<file path="config.mk">
export PLATFORM = sky130hd
export DESIGN_NAME = spi_cs_sequencer
export DESIGN_NICKNAME = d
export VERILOG_FILES = /design/src/rtl/spi_cs_sequencer_pkg.sv /design/src/rtl/spi_cs_sequencer_next_pick.sv /design/src/rtl/spi_cs_sequencer.sv
export SDC_FILE = /design/constraint.sdc
export NUM_CORES = 1
export LEC_CHECK = 0
export CAP_MARGIN = 10
export CORE_ASPECT_RATIO = 0.7
export CORE_UTILIZATION = 25
export CTS_BUF_LIST = sky130_fd_sc_hd__clkbuf_8
export CTS_CLUSTER_DIAMETER = 40
export DETAILED_ROUTE_END_ITERATION = 7
export GPL_TIMING_DRIVEN = 0
export PLACE_DENSITY = 0.54
export SETUP_SLACK_MARGIN = 0.05
export SLEW_MARGIN = 40
export SYNTH_ARGS = -nofsm -noshare
export SYNTH_HDL_FRONTEND = slang
export SYNTH_SLANG_ARGS = --single-unit
</file>
<file path="constraint.sdc">
create_clock -name clk -period 2.15 [get_ports clk]
set_input_delay 0.43 -clock clk [delete_from_list [all_inputs] [get_ports clk]]
set_output_delay 0.43 -clock clk [all_outputs]
set_load 0.005 [all_outputs]
</file>
<file path="src/rtl/spi_cs_sequencer_pkg.sv">
// Shared types and helpers for the SPI chip-select sequencer.
package spi_cs_pkg;

    // FSM states; encodings double as the state_num debug output.
    typedef enum logic [1:0] {
        IDLE   = 2'd0,
        SELECT = 2'd1,
        GAP    = 2'd2,
        DONE   = 2'd3
    } cs_state_t;

    // Bits needed to index n items, never less than one.
    function automatic int unsigned idx_width(input int unsigned n);
        return (n <= 1) ? 1 : $clog2(n);
    endfunction

endpackage

</file>
<file path="src/rtl/spi_cs_sequencer_next_pick.sv">
// Combinational picker: lowest set mask bit (first) or lowest set bit above i_cur.
module cs_next_pick
    import spi_cs_pkg::*;
#(
    parameter int unsigned NUM_CH = 4,
    parameter int unsigned IW     = idx_width(NUM_CH)
) (
    input  logic [NUM_CH-1:0] i_mask,
    input  logic [IW-1:0]     i_cur,
    input  logic              i_first,
    output logic [IW-1:0]     o_idx,
    output logic              o_vld
);

    logic          w_found;
    logic [IW-1:0] w_idx;

    // Scan upward, keeping the first qualifying index.
    always_comb begin
        w_found = 1'b0;
        w_idx   = '0;
        for (int unsigned i = 0; i < NUM_CH; i++) begin
            if (!w_found && i_mask[i] && (i_first || (i > 32'(i_cur)))) begin
                w_found = 1'b1;
                w_idx   = IW'(i);
            end
        end
    end

    assign o_idx = w_idx;
    assign o_vld = w_found;

endmodule

</file>
<file path="src/rtl/spi_cs_sequencer.sv">
// Per-window chip-select sequencer: walks every enabled slave in ascending
// order, holding CS low until the SPI master's sent pulse, then a CS-high gap.
// Optional macro SPI_CS_TIMEOUT_EN adds a per-slave timeout with timeout_err.
module spi_cs_sequencer
    import spi_cs_pkg::*;
#(
    parameter int unsigned NUM_CH      = 4,
    parameter int unsigned CS_GAP      = 2,
    parameter int unsigned TIMEOUT_CYC = 1024
) (
    input  logic                           clk,
    input  logic                           rst,
    input  logic                           en_10,
    input  logic [NUM_CH-1:0]              ch_mask,
    input  logic                           sent,
    output logic [NUM_CH-1:0]              cs_n,
    output logic [idx_width(NUM_CH)-1:0]   active_ch,
    output logic [1:0]                     state_num,
    output logic                           frame_done,
    output logic                           timeout_err
);

    localparam int unsigned IW = idx_width(NUM_CH);
    localparam int unsigned GW = idx_width(CS_GAP);

    if (NUM_CH == 0 || NUM_CH > 16 || CS_GAP == 0 || TIMEOUT_CYC == 0) begin : g_param_err
        $error("spi_cs_sequencer: parameter out of range");
    end

    cs_state_t           r_state;
    logic [IW-1:0]       r_act;
    logic [IW-1:0]       r_next_idx;
    logic [NUM_CH-1:0]   r_mask;
    logic [GW-1:0]       r_gap_cnt;
    logic [NUM_CH-1:0]   r_cs_n;
    logic                r_frame_done;

    cs_state_t           w_state_nxt;
    logic [IW-1:0]       w_act_nxt;
    logic [IW-1:0]       w_next_idx_nxt;
    logic [NUM_CH-1:0]   w_mask_nxt;
    logic [GW-1:0]       w_gap_nxt;
    logic [NUM_CH-1:0]   w_cs_n_nxt;
    logic                w_to_hit;

    logic [NUM_CH-1:0]   w_pick_mask;
    logic                w_pick_first;
    logic [IW-1:0]       w_pick_idx;
    logic                w_pick_vld;

    // In IDLE the picker looks at the live mask for the first slave; afterwards
    // it walks the latched mask above the current index.
    assign w_pick_first = (r_state == IDLE);
    assign w_pick_mask  = w_pick_first ? ch_mask : r_mask;

    cs_next_pick #(
        .NUM_CH (NUM_CH),
        .IW     (IW)
    ) u_pick (
        .i_mask  (w_pick_mask),
        .i_cur   (r_act),
        .i_first (w_pick_first),
        .o_idx   (w_pick_idx),
        .o_vld   (w_pick_vld)
    );

    // Next-state, next-index and next chip-select decode.
    always_comb begin
        w_state_nxt    = r_state;
        w_act_nxt      = r_act;
        w_next_idx_nxt = r_next_idx;
        w_mask_nxt     = r_mask;
        w_gap_nxt      = '0;
        w_cs_n_nxt     = '1;

        case (r_state)
            IDLE: begin
                if (en_10) begin
                    w_mask_nxt = ch_mask;
                    if (w_pick_vld) begin
                        w_act_nxt   = w_pick_idx;
                        w_state_nxt = SELECT;
                    end else begin
                        w_state_nxt = DONE;
                    end
                end
            end
            SELECT: begin
                if (!en_10) begin
                    w_state_nxt = IDLE;
                end else if (sent || w_to_hit) begin
                    if (w_pick_vld) begin
                        w_next_idx_nxt = w_pick_idx;
                        w_state_nxt    = GAP;
                    end else begin
                        w_state_nxt = DONE;
                    end
                end
            end
            GAP: begin
                if (!en_10) begin
                    w_state_nxt = IDLE;
                end else if (r_gap_cnt == GW'(CS_GAP - 1)) begin
                    w_act_nxt   = r_next_idx;
                    w_state_nxt = SELECT;
                end else begin
                    w_gap_nxt = r_gap_cnt + GW'(1);
                end
            end
            DONE: begin
                if (!en_10) begin
                    w_state_nxt = IDLE;
                end
            end
            default: w_state_nxt = IDLE;
        endcase

        // CS is decoded from the next state so it moves on the same edge as the FSM.
        for (int unsigned i = 0; i < NUM_CH; i++) begin
            w_cs_n_nxt[i] = !((w_state_nxt == SELECT) && (w_act_nxt == IW'(i)));
        end
    end

    // State and registered outputs.
    always_ff @(posedge clk) begin
        if (rst) begin
            r_state      <= IDLE;
            r_act        <= '0;
            r_next_idx   <= '0;
            r_mask       <= '0;
            r_gap_cnt    <= '0;
            r_cs_n       <= '1;
            r_frame_done <= 1'b0;
        end else begin
            r_state      <= w_state_nxt;
            r_act        <= w_act_nxt;
            r_next_idx   <= w_next_idx_nxt;
            r_mask       <= w_mask_nxt;
            r_gap_cnt    <= w_gap_nxt;
            r_cs_n       <= w_cs_n_nxt;
            r_frame_done <= (w_state_nxt == DONE) && (r_state != DONE);
        end
    end

`ifdef SPI_CS_TIMEOUT_EN
    localparam int unsigned TW = idx_width(TIMEOUT_CYC);

    logic [TW-1:0] r_to_cnt;
    logic          r_to_err;

    assign w_to_hit = (r_state == SELECT) && (r_to_cnt == TW'(TIMEOUT_CYC - 1));

    // Timeout counter runs only while staying in SELECT; any entry restarts it.
    always_ff @(posedge clk) begin
        if (rst) begin
            r_to_cnt <= '0;
            r_to_err <= 1'b0;
        end else begin
            r_to_cnt <= ((r_state == SELECT) && (w_state_nxt == SELECT)) ? r_to_cnt + TW'(1) : '0;
            r_to_err <= w_to_hit && en_10 && !sent;
        end
    end

    assign timeout_err = r_to_err;
`else
    assign w_to_hit    = 1'b0;
    assign timeout_err = 1'b0;
`endif

    assign cs_n       = r_cs_n;
    assign active_ch  = r_act;
    assign state_num  = r_state;
    assign frame_done = r_frame_done;

endmodule

</file>
* Word-level counts from Yosys, hierarchy flattened
Cells that the tools add are included.
Storage, ports and cells: register bits after elaboration 16, latch bits 0, bits in writable memories 0, memory bits (read-only) 0, bits of input ports 8, output and inout bits 10, memories kept 0
Operators by class: $add $sub $neg 1, $mul 0, div/mod/pow operators 0, $lt $le $gt $ge 3, equal/unequal tests 9, shift-type cells 0, muxes and demuxes 22, bitwise gates (word level) 2, reduce and logical (&&, ||, !) cells 27
Operators by type and width (count):
- $mux W2 | 13
- $logic_and A1 B1 Y1 | 12
- $eq A2 B2 Y1 const B | 5
- $pmux W2 S4 | 1
- $logic_not A1 Y1 | 7
- $eq A2 B1 Y1 const B | 3
- $mux W1 | 6
- $gt A2 B2 Y1 const A | 2
- $logic_not A2 Y1 | 2
- $mux W4 | 1
- $pmux W2 S2 | 1
- $reduce_and A4 Y1 | 1
- $reduce_or A4 Y1 | 1
- $logic_or A1 B1 Y1 | 3
- $gt A1 B2 Y1 const A | 1
- $ne A2 B2 Y1 const B | 1
- $not A1 Y1 | 2
- $reduce_and A2 Y1 | 1
- $add A1 B1 Y1 const B | 1

* Depth between registers and ports, before layout
Gate-level depths: netlist (run 1).
depth in word-level cells 23, mapped depth 6

* Cells and area by module
A second synthesis (run 1) with hierarchy kept.
Second synthesis, totals: cell total of the unflattened synthesis 96, area total of the unflattened synthesis 853.3 um^2
By module, submodules not included:
- spi_cs_sequencer | times used 1, cells each 81, area an instance 760.7 um^2, sequential area each 320.3 um^2
- cs_next_pick | times used 1, cells each 15, area an instance 92.6 um^2, sequential area each 0.0 um^2

* Worst setup path before layout (run 1)
OpenSTA, ideal clock, no wires.
path type input -> register, from input port ch_mask[0], to register r_cs_n[3], in the netlist cs_n[3], setup time 0.127 ns, arrival 1.705 ns, required time 2.023 ns, setup slack 0.318 ns, stages on the path 5, path buffers 0, path through or4_4 o21ai_2 nand4_4 a2bb2oi_2 or3_1
On the way: longest elaborated chain between the ends 22, elaborated cells between the ends (all ways) 31
Ends and longest elaborated chain:
- from (decl) | line spi_cs_sequencer.sv:14 | input logic [NUM_CH-1:0] ch_mask,
- $mux W4 (*) | line spi_cs_sequencer.sv:54 | assign w_pick_mask = w_pick_first ? ch_mask : r_mask;
- $logic_and A1 B1 Y1 (*) | line spi_cs_sequencer_next_pick.sv:23 | if (!w_found && i_mask[i] && (i_first || (i > 32'(i_cur)))) begin
- $mux W1 (*) | line spi_cs_sequencer_next_pick.sv:23
- $logic_not A1 Y1 | line spi_cs_sequencer_next_pick.sv:23
- $logic_and A1 B1 Y1 (2 in series) | line spi_cs_sequencer_next_pick.sv:23
- $mux W1 | line spi_cs_sequencer_next_pick.sv:23
- $logic_not A1 Y1 | line spi_cs_sequencer_next_pick.sv:23
- $logic_and A1 B1 Y1 (2 in series) | line spi_cs_sequencer_next_pick.sv:23
- [4 not listed]
- $mux W1 | line spi_cs_sequencer_next_pick.sv:23
- $mux W1 | line spi_cs_sequencer.sv:92 | if (w_pick_vld) begin
- $mux W2 | line spi_cs_sequencer.sv:91 | end else if (sent || w_to_hit) begin
- $mux W2 | line spi_cs_sequencer.sv:89 | if (!en_10) begin
- $pmux W2 S4 | line spi_cs_sequencer.sv:76 | case (r_state)
- $eq A2 B1 Y1 | line spi_cs_sequencer.sv:120 | w_cs_n_nxt[i] = !((w_state_nxt == SELECT) && (w_act_nxt == IW'(i)));
- $logic_and A1 B1 Y1 (*) | line spi_cs_sequencer.sv:120
- $logic_not A1 Y1 (*) | line spi_cs_sequencer.sv:120
- to (signal assigned) | line spi_cs_sequencer.sv:140 | r_cs_n <= w_cs_n_nxt;
- to (decl) | line spi_cs_sequencer.sv:35 | logic [NUM_CH-1:0] r_cs_n;
Mark *: on every way between the ends. The rest lies on a longest branch, timed or not. A chain may end at the register's enable or synchronous reset.

* Final worst setup path (run 1)
from input port ch_mask[1], to register r_cs_n[3], in the netlist cs_n[3]
On the way: longest elaborated chain between the ends 19, elaborated cells between the ends (all ways) 28
Ends and longest elaborated chain (line):
- $mux W4 (*) | spi_cs_sequencer.sv:54
- $logic_and A1 B1 Y1 (*) (2 in series) | spi_cs_sequencer_next_pick.sv:23
- $mux W1 | spi_cs_sequencer_next_pick.sv:23
- $logic_not A1 Y1 | spi_cs_sequencer_next_pick.sv:23
- $logic_and A1 B1 Y1 (2 in series) | spi_cs_sequencer_next_pick.sv:23
- $mux W1 | spi_cs_sequencer_next_pick.sv:23
- $logic_not A1 Y1 | spi_cs_sequencer_next_pick.sv:23
- $logic_and A1 B1 Y1 (2 in series) | spi_cs_sequencer_next_pick.sv:23
- $mux W1 | spi_cs_sequencer_next_pick.sv:23
- $mux W1 | spi_cs_sequencer.sv:92
- $mux W2 | spi_cs_sequencer.sv:91
- $mux W2 | spi_cs_sequencer.sv:89
- $pmux W2 S4 | spi_cs_sequencer.sv:76
- $eq A2 B1 Y1 | spi_cs_sequencer.sv:120
- $logic_and A1 B1 Y1 (*) | spi_cs_sequencer.sv:120
- $logic_not A1 Y1 (*) | spi_cs_sequencer.sv:120
Marked as above.

==> run_results.csv, run 1 <==
group,metric,value,unit
cells_and_area,final_cell_mix,"dfxtp_1, clkdlybuf4s50_1, nand2_1, nor2_1",
cts,htreeDepth,1,
setup_path,worstPathMaxFanout,5,
run_status,status,"finished clean",
cells_and_area,fillCellCount,299,
timing,min_period_over_period,93.3,%
route,routed-via-count,735,
logic_synthesis,synth-seq-area-share,38.5,%
place,dp_slack,-0.260,ns
power,ir_worst_vdd,0.366,mV
floorplanning,start_util,27.1,%
setup_path,required,2.29,ns
cells_and_area,final_cells,150,
setup_path,critPathArrivalTime,2.15,ns
timing,setup_viol,0,
global_routing,top_usage_layer,"met1",
setup_path,reg2reg_depth,6,
power,powerDensity,637,nW/um^2
timing,slew_viol_final,0,
timing,min_period,2.01,ns
floorplanning,rows,16,
route,routed_via_density,4.90,
floorplanning,core,2880,sq um
global_routing,met3_usage,4.25,%
logic_synthesis,synth_edf_count,0,
logic_synthesis,syn_inst,94,
logic_synthesis,avgSynthCellArea,8.31,sq um
route,drt_iter0_drc,29,
setup_path,cp-end-kind,"flop",
global_routing,grt_max_degree,11,
cts,clockBufferDepth,2,
cells_and_area,drive_gt1_share,15.8,%
place,dp_hpwl,1.44,mm
setup_path,reg2reg_slack,0.22,ns
power,switchingPower,180,uW
global_routing,track_usage,12.3,%
logic_synthesis,synthesis.area,781,sq um
route,firstDrtPassIters,4,
setup_path,rr_endpoint,"cs_n[1]",
floorplanning,io_pins,18,
cts,cts_tree,"built",
setup_path,startpoint_type,"input port",
power,p_comb_share,18.7,%
timing,setup_ws,0.145,ns
route,route.detailed.drc,0,
setup_path,reg2reg_from,"state_num[1]",
cts,cts.clk_slew.worst_paths,0.07,ns
setup_path,crit_type,"in2reg",
timing,rsz0062_at_grt,"false",
route,drt_wl_total,1.79,mm
timing,hold_violations,0,
route,antenna_left,0,
cells_and_area,layout.nets,123,
cells_and_area,mostFrequentLayoutCell,"dfxtp_1",
global_routing,antenna_found_initial,0,
power,p_leak,0.000395,uW
min_path,hold_class,"reg2reg",
power,pwr-share-seq,45.4,%
cts,clock-root-buffer,"clkbuf_8",
power,clkPwrFrac,35.8,%
place,dpl.cell_count,146,
logic_synthesis,ys_types,37,
global_routing,use_met1,17.7,%
route,routedWlPerCell,11.9,microns
min_path,min_from,"r_mask[1]",
cts,insertion_delay,0.25,ns
logic_synthesis,yosysWarnings,0,
floorplanning,fp.dieH,48.8,microns
logic_synthesis,synth_seq_cells,15,
floorplanning,die-width,68.8,microns
place,gp_congestion,0.856,
power,swShare,27.1,%
cells_and_area,antenna_cells,0,
global_routing,grt_use_met2,14.9,%
timing,fmax,499,MHz
cts,cts_buffers,3,
logic_synthesis,syn_nets,102,
logic_synthesis,synth_flop_cell,"dfxtp_1",
global_routing,grt_pass1_wl,2.87,mm
timing,fin_worst_skew,0.00558,ns
floorplanning,dieArea,3350,sq um
power,p_int,484,uW
min_path,worstHoldEndpoint,"r_mask[1]",
global_routing,grt_pass1_vias,599,
global_routing,overflow,0,
min_path,hold_depth,2,
cts,cts_setup_buffers,0,
place,port_buffers,16,
cells_and_area,synthToLayoutAreaGrowth,33.5,%
logic_synthesis,synthArstFlopShare,0,%
cts,clock-sinks,15,
job,drv_cap,0,
[registers in the layout, indices dropped and copies added, names as in the netlist]
| signal | cells |
|---|---|
| frame_done | 1 |
| r_mask | 3 |
| r_next_idx | 2 |
| active_ch | 2 |
| r_gap_cnt | 1 |
| state_num | 2 |
| cs_n | 4 |
[cell usage after synthesis, types with 2 or more instances]
cell type	count	area, sq um
nand4_1	2	12.5
o21ai_0	9	45.0
nor2_1	10	37.5
nor2b_1	3	18.8
and2b_2	2	17.5
clkbuf_1	2	7.51
o211ai_1	2	15.0
a21oi_1	9	45.0
nand2b_1	2	12.5
dfxtp_1	15	300
nand2_1	10	37.5
inv_1	2	7.51
nand3_1	2	10.0
[routing by layer]
metal / part of all wire [%] / vias to the layer above
met5: 0 / -
met4: 2.8 / 0
met3: 6.0 / 5
met2: 43 / 26
met1: 48 / 326
li1: - / 378
[worst max-delay path: stages]
cell	delay [ns]
clkdlybuf4s50_1	0.48
and2b_2	0.25
mux2i_2	0.25
nand4_4	0.16
a2bb2oi_2	0.21
or3_1	0.37
[per-stage QoR]
| step | TNS [ns] | total power [uW] | cell area, sq um | hold WS (ns) | utilization, % |
|---|---|---|---|---|---|
| final | 0 | 664 | 1040 | 0.490 | 36.2 |
| after global routing | 0 | 697 | 1040 | 0.509 | 36.2 |
| after CTS | 0 | 671 | 1030 | 0.487 | 35.8 |
| after detailed placement | -0.748 | 433 | 986 | 0.474 | 34.2 |
| after global placement | -0.779 | 435 | 986 | 0.463 | 34.2 |
| after floorplan | 0 | 382 | 781 | 0.448 | - |
[worst max path at each step]
stage / start / end / slack [ns] / depth (start not counted)
after global routing: sent / cs_n[1] / 0.06 / 6
after CTS: ch_mask[3] / cs_n[1] / 0.14 / 6
after global placement: ch_mask[0] / cs_n[3] / -0.27 / 6
after floorplan: ch_mask[0] / cs_n[3] / 0.32 / 5
after detailed placement: ch_mask[0] / cs_n[3] / -0.26 / 6
final: ch_mask[1] / cs_n[3] / 0.14 / 6
[area by class of cell]
class	instances	area (sq um)	share of cell area, %
buffer	4	20.0	1.92
clock buffer	3	41.3	3.96
clock inverter	1	7.51	0.720
inverter	2	7.51	0.720
multi-input combinational	73	458	43.9
sequential	15	300	28.8
tap	36	45.0	4.32
timing repair buffer	16	163	15.6
[power groups by stage]
stage	sequential, uW	clock [uW]	combinational [uW]
2_1_floorplan	305	0	76.3
3_3_place_gp	307	0	127
3_5_place_dp	308	0	125
4_1_cts	301	246	124
5_1_grt	303	256	138
6_report	302	238	124
[logic make-up after synthesis]
kind of cell | count (synthesis) | synth area share, %
compound gates | 27 | 22.4
buf+inv | 6 | 3.53
flops | 15 | 38.5
mux | 1 | 1.76
other cells | 1 | 0.480
simple gates | 44 | 33.3
[what timing repair did]
action / in CTS / in global routing
hold buffers: 0 / 0
endpoints found under the setup margin: 2 / 1
pin swaps: 0 / 1
gates resized for setup: 2 / 3
Note: power is estimated with default switching activity, not from simulation.
==> inputs of run 2 (changes only) <==
--- a/config.mk
+++ b/config.mk
@@ -10,6 +10,7 @@
 export CORE_UTILIZATION = 25
 export CTS_BUF_LIST = sky130_fd_sc_hd__clkbuf_8
 export CTS_CLUSTER_DIAMETER = 40
+export CTS_CLUSTER_SIZE = 40
 export DETAILED_ROUTE_END_ITERATION = 7
 export GPL_TIMING_DRIVEN = 0
 export PLACE_DENSITY = 0.54
==> results of run 2 <==
Final layout, timing and power as in run 1 (identical DEF).
